===== src/rtl/mult_div_unit.sv =====
// Iterative MULT/MULTU/DIV/DIVU unit with HI/LO registers.
// One bit per cycle, then a sign-fix cycle that commits Hi/Lo and pulses done.
module mult_div_unit #(
    parameter int DATA_WIDTH = 32
) (
    input  logic                  clk,
    input  logic                  rst_n,
    input  logic                  start,
    input  logic [1:0]            op,
    input  logic [DATA_WIDTH-1:0] Op_a,
    input  logic [DATA_WIDTH-1:0] Op_b,
    input  logic                  hi_we,
    input  logic                  lo_we,
    input  logic [DATA_WIDTH-1:0] WrDta,
    output logic                  busy,
    output logic                  done,
    output logic                  div_by_zero,
    output logic [DATA_WIDTH-1:0] Hi,
    output logic [DATA_WIDTH-1:0] Lo
);
    localparam int W  = DATA_WIDTH;
    localparam int CW = $clog2(DATA_WIDTH);

    typedef enum logic [1:0] {IDLE, RUN, FIX} state_t;

    state_t          state, state_nxt;
    logic [CW-1:0]   cnt;
    logic [2*W-1:0]  acc, acc_step, prod_fix;
    logic [W-1:0]    opnd, mag_a, mag_b, q_fix, r_fix, hi_res, lo_res;
    logic [W:0]      add_sum, shifted, diff;
    logic            is_div, neg_res, neg_rem, dz;
    logic            signed_op, last_iter;

    assign signed_op = ~op[0];
    assign mag_a     = (signed_op && Op_a[W-1]) ? (~Op_a + 1'b1) : Op_a;
    assign mag_b     = (signed_op && Op_b[W-1]) ? (~Op_b + 1'b1) : Op_b;
    assign last_iter = (cnt == CW'(W - 1));
    assign busy      = (state != IDLE);

    always_comb begin
        state_nxt = state;
        case (state)
            IDLE:    if (start) state_nxt = RUN;
            RUN:     if (last_iter) state_nxt = FIX;
            FIX:     state_nxt = IDLE;
            default: state_nxt = IDLE;
        endcase
    end

    // Multiply keeps the multiplier in acc low half and shifts right while adding
    // into the high half; divide keeps the remainder high and the dividend/quotient
    // low and shifts left, restoring when the trial subtraction goes negative.
    always_comb begin
        add_sum  = {1'b0, acc[2*W-1:W]} + {1'b0, (acc[0] ? opnd : {W{1'b0}})};
        shifted  = acc[2*W-1:W-1];
        diff     = shifted - {1'b0, opnd};
        acc_step = {add_sum, acc[W-1:1]};
        if (is_div) begin
            if (diff[W])
                acc_step = {shifted[W-1:0], acc[W-2:0], 1'b0};
            else
                acc_step = {diff[W-1:0], acc[W-2:0], 1'b1};
        end
    end

    // Divide by zero naturally yields remainder = |dividend|, which the remainder
    // sign fix turns back into Op_a; only the quotient needs forcing to all ones.
    always_comb begin
        prod_fix = neg_res ? (~acc + 1'b1) : acc;
        r_fix    = neg_rem ? (~acc[2*W-1:W] + 1'b1) : acc[2*W-1:W];
        q_fix    = neg_res ? (~acc[W-1:0] + 1'b1) : acc[W-1:0];
        if (dz)
            q_fix = {W{1'b1}};
        hi_res   = is_div ? r_fix : prod_fix[2*W-1:W];
        lo_res   = is_div ? q_fix : prod_fix[W-1:0];
    end

    always_ff @(posedge clk or negedge rst_n) begin
        if (!rst_n) begin
            state <= IDLE;
        end else begin
            state <= state_nxt;
        end
    end

    always_ff @(posedge clk or negedge rst_n) begin
        if (!rst_n) begin
            cnt     <= '0;
            acc     <= '0;
            opnd    <= '0;
            is_div  <= 1'b0;
            neg_res <= 1'b0;
            neg_rem <= 1'b0;
            dz      <= 1'b0;
        end else if (state == IDLE) begin
            if (start) begin
                cnt     <= '0;
                is_div  <= op[1];
                neg_res <= signed_op && (Op_a[W-1] ^ Op_b[W-1]);
                neg_rem <= signed_op && Op_a[W-1];
                dz      <= op[1] && (Op_b == '0);
                opnd    <= op[1] ? mag_b : mag_a;
                acc     <= {{W{1'b0}}, (op[1] ? mag_a : mag_b)};
            end
        end else if (state == RUN) begin
            acc <= acc_step;
            cnt <= cnt + 1'b1;
        end
    end

    always_ff @(posedge clk or negedge rst_n) begin
        if (!rst_n) begin
            Hi          <= '0;
            Lo          <= '0;
            done        <= 1'b0;
            div_by_zero <= 1'b0;
        end else begin
            done        <= (state == FIX);
            div_by_zero <= (state == FIX) && dz;
            if (state == FIX) begin
                Hi <= hi_res;
                Lo <= lo_res;
            end else if (state == IDLE) begin
                if (hi_we) Hi <= WrDta;
                if (lo_we) Lo <= WrDta;
            end
        end
    end

endmodule


===== config.mk =====
export PLATFORM = sky130hd
export DESIGN_NAME = mult_div_unit
export DESIGN_NICKNAME = d
export VERILOG_FILES = /design/src/rtl/mult_div_unit.sv
export SDC_FILE = /design/constraint.sdc
export NUM_CORES = 1
export LEC_CHECK = 0
export CAP_MARGIN = 10
export CORE_MARGIN = 5
export CORE_UTILIZATION = 60
export CTS_CLUSTER_SIZE = 16
export DETAILED_ROUTE_END_ITERATION = 12
export GPL_TIMING_DRIVEN = 0
export PLACE_DENSITY_LB_ADDON = 0.05
export SYNTH_ARGS = -nofsm -noshare
export SYNTH_HDL_FRONTEND = slang
export SYNTH_SLANG_ARGS = --single-unit

===== constraint.sdc =====
create_clock -name clk -period 8 [get_ports clk]
set_clock_uncertainty 0.05 [all_clocks]
set_input_delay 0.8 -clock clk [delete_from_list [all_inputs] [get_ports clk]]
set_output_delay 0.8 -clock clk [all_outputs]
set_load 0.05 [all_outputs]

==> metrics.md <==
| Metric | Value |
|---|---|
| Proportion of layout cells with a drive suffix above 1 | under 10% |
| Die width | around 170 µm |
| Global Route Usage Sum | around 37% |
| Maximum fanout along the worst path | 10 |
| Number of storage elements in the synthesis netlist | ~170 |
| Synthesized-area fraction occupied by xor and xnor cells | about a tenth |
| Fmax | approximately 240 MHz |
| Synthesized netlist net count | 2,081 |
| Total DRC errors in the routed layout | 0 |
| Resize count post-CTS | 0 |
| Vias per Instance | 6.500 |
| Worst slew pin tran | about 0.89 ns |
| Pins over their slew limit | 0 |
| Crit Path Class | reg2reg |
| Outcome | completed |
| Layout-stage area growth over the synthesis result | 18.66% |
| Worst rel slew slack | roughly two fifths |
| Slack of the critical path | approximately 3.8 ns |
| Maximum number of pins on one net before global-route repair | ~110 |
| Vias after detailed routing | about 16,000 |
| Clock-pin slew reported for the worst setup and hold paths after clock tree synthesis | 0.08 ns |
| TritonCTS Buffers | 17 |
| Root buf cell | sky130_fd_sc_hd__clkbuf_16 |
| Post-Route Utilization | between 70% and 80% |
| Register share of total power | 21.0% |
| Pre-CTS worst setup slack | between 3 and 4 ns |
| H-tree depth reported by CTS | 4 |
| Cells taking the most area after synthesis | sky130_fd_sc_hd__dfrtp_1 29%, sky130_fd_sc_hd__o21ai_0 7.5%, sky130_fd_sc_hd__xnor2_1 6.5%, sky130_fd_sc_hd__a21oi_1 6.4%, sky130_fd_sc_hd__ha_1 5.9% |
| Total length of routed wires | roughly 54 mm |
| Area share of the leading cell type in the synthesized netlist | between 20 and 30% |
| Net count, final | approximately 2,300 |
| Avg Inst Size Synth | between 7 and 8 µm² |
| Standard-cell rows | 57 |
| RSZ-0062 raised after global routing | no |
| Internal power consumption | just over 4 mW |
| Port Buffer Count | roughly 170 |
| Most frequent cells after synthesis | 222 x sky130_fd_sc_hd__o21ai_0, 210 x sky130_fd_sc_hd__nor2_1, 190 x sky130_fd_sc_hd__a21oi_1 |
| Adder-cell share of the synthesized area | slightly above 6% |
| Post-Syn Instances | about 1,900 |
| Largest voltage drop on the vdd net | between 300 and 400 µV |
| Clock tree from TritonCTS | done |
| Shortest period the worst path allows | between 4 and 5 ns |
| Worst-path cell chain | inv_1 > clkbuf_1 > ha_1 > inv_1 > nor4_1 > nand4_1 > o21ai_1 > o21ai_0 > xnor2_1 > nor2_1 > a21oi_1 > o21ai_0 |
| Die extent in y | between 150 and 200 µm |
| Max-capacitance violation count | 0 |
| Number of warning messages in the yosys log | 0 |
| Net switching power | between 4 and 5 mW |
| Final hold slack | 0.2140 ns |
| Share of synthesized area occupied by flip-flops and latches | roughly 29% |
| Global-route wire length before repair | just over 80 mm |
| CTS Hold Bufs | 0 |
| Static leakage | 7.371 nW |
| WP data arrival | 4.57 ns |
| Core area | 24,320 µm² |
| Simple-Gate Fraction of Synth Area | a little under a fifth |
| # Post-CTS Setup Buffers | 0 |
| Endpoint required time on the critical path | 8.32 ns |
| Floorplan die area | 27,870 µm² |
| Hold violation count in the final report | 0 |
| Top-count cell post-synth | sky130_fd_sc_hd__o21ai_0 |
| Total power density per cell area | roughly 500 nW/µm² |
| Post-DP Area | roughly 17,000 µm² |
| Main combinational cell family by area after synthesis | compound AO/OA/AOI/OAI gates |
| I/O pin total | 170 |
| Switching share of total power | 53.10% |
| Worst setup SP type | flop |
| Antenna diode instance count | 0 |
| Predominant post-synthesis flop cell | sky130_fd_sc_hd__dfrtp_1 |
| Total standard cell area after synthesis | around 15,000 µm² |
| Final RePlAce weighted congestion | ~1.0 |
| Antenna violations before repair | 0 |
| Sinks on the clock net | about 170 |
| Worst-case clock buffer depth | 2 |
| Clock Power Share | 10.2% |
| Final ANT Viol Nets | 0 |
| Delay of the slowest cell on the worst path | around 0.66 ns |
| Proportion of register bits with asynchronous set or reset after synthesis | 100.0% |
| Yosys top cell by area | sky130_fd_sc_hd__dfrtp_1 |
| Overflow left after global routing | 0 |
| EDFF count, synth | 0 |
| Count of endpoints failing setup in the final report | 0 |
| Number of distinct library cells after synthesis | ~80 |
| Proportion of synthesized area in mux cells | 4.428% |
| Number of global-route vias before repair | about 15,000 |
| Detailed placer's ending HPWL | 42.19 mm |
| Detailed Route Iter0 Violations | between 2,000 and 2,500 |
| Wire length per cell | approximately 22 µm |
| Later-pin clock latency in the skew report | roughly 0.46 ns |
| Nature of the critical path endpoint | flop |
| Initial Util | just over 60% |
| Count of TritonRoute iterations in the first routing pass | 6 |
| CP max-delay cell | sky130_fd_sc_hd__nor4_1 |
| Post-synthesis compound-gate area fraction | between 20 and 30% |
| Combinational power share | approximately 69% |
| Period Utilization, post-route | a little over half |
| Fin area | between 15,000 and 20,000 µm² |
| Worst Hold Class | in2async |
critical path: cells and delay by family, from the launching register on:
family          cells  cell delay [ns]
compound gates      4             0.97
xor+xnor            1             0.17
fa+ha+maj           1             0.26
buf+inv             3             0.88
flops               1             0.51
simple gates        3             1.31
worst paths after layout:
| kind | startpoint | to | slack, ns | depth (start not counted) |
|---|---|---|---|---|
| min in group clk | Hi[9] | Hi[9] | 0.43 | 2 |
| setup reg to reg | acc[0] | Hi[18] | 3.76 | 12 |
| hold reg to reg | Hi[9] | Hi[9] | 0.43 | 2 |
| setup / recovery | acc[0] | Hi[18] | 3.76 | 12 |
| max in group asynchronous | rst_n | opnd[28] | 6.73 | 2 |
| hold / removal | rst_n | Hi[0] | 0.21 | 1 |
area by class of cell:
type	count	area, µm²
repair buffers	169	1714
plain buffers	110	440.4
inverters	62	232.7
clock buffers	17	425.4
well taps	324	405.4
multi-input cells	1561	9774
flip-flops and latches	173	4329
fillers	1990	6785
clock inverters	15	212.7
sequential cells by signal, indices dropped and copies added (netlist names):
register and count:
state 2, dz 1, done 1, neg_res 1, Lo 32, Hi 32
acc 64, is_div 1, div_by_zero 1, neg_rem 1, opnd 32, cnt 5
layer usage:
layer / wire, µm / vias up / share of wire (%) / GRT usage (%)
li1: - / 7257 / - / -
met4: 2556 / 0 / 4.7 / 16.15
met1: 21290 / 7393 / 40 / 48.46
met5: 0 / - / 0 / 0
met2: 24510 / 977 / 46 / 60.02
met3: 5471 / 174 / 10 / 7.419
cell usage in the layout, fill, tap and decap left out, drive strengths merged, types with 12 or more instances in the layout:
cell type | Yosys | final
o21ai | 234 | 234
clkbuf | 98 | 115
nor3 | 31 | 31
nand2 | 174 | 174
nor4 | 16 | 16
a31oi | 16 | 16
a211oi | 19 | 19
clkdlybuf4s50 | 0 | 167
nor2b | 13 | 13
dfrtp | 173 | 173
xor2 | 64 | 64
mux2i | 62 | 62
xnor2 | 110 | 110
ha | 70 | 70
inv | 59 | 63
a21o | 40 | 40
nand3 | 27 | 27
or4 | 12 | 12
clkinv | 3 | 13
or3 | 23 | 23
a22oi | 25 | 25
o22ai | 37 | 37
nand2b | 28 | 28
a21oi | 190 | 190
nor2 | 211 | 211
buf | 12 | 14
o31ai | 26 | 26
logic make-up (layout without fill, tap and decap cells):
group           count (synthesis)  in the layout
mux                            65             65
simple gates                  585            585
flops                         173            173
fa+ha+maj                      72             72
buf+inv                       172            373
xor+xnor                      174            174
compound gates                665            665
power groups by stage:
stage | Combinational (mW) | Clock (mW) | Sequential [mW]
after floorplan | 3.90 | 0 | 2.18
after global placement | 5.77 | 0 | 1.82
after detailed placement | 5.90 | 0 | 1.84
after CTS | 5.95 | 0.881 | 1.82
after global routing | 6.58 | 0.922 | 1.89
final | 6.07 | 0.897 | 1.85
metrics by stage:
stage	setup TNS, ns	std cells	power, mW
global route	0	2431	9.389
CTS	0	2431	8.655
global placement	-186.71	2398	7.589
detailed placement	0	2399	7.741
finish	0	2431	8.820
floorplan	0	1906	6.080
(Power assumes the default switching activity.)
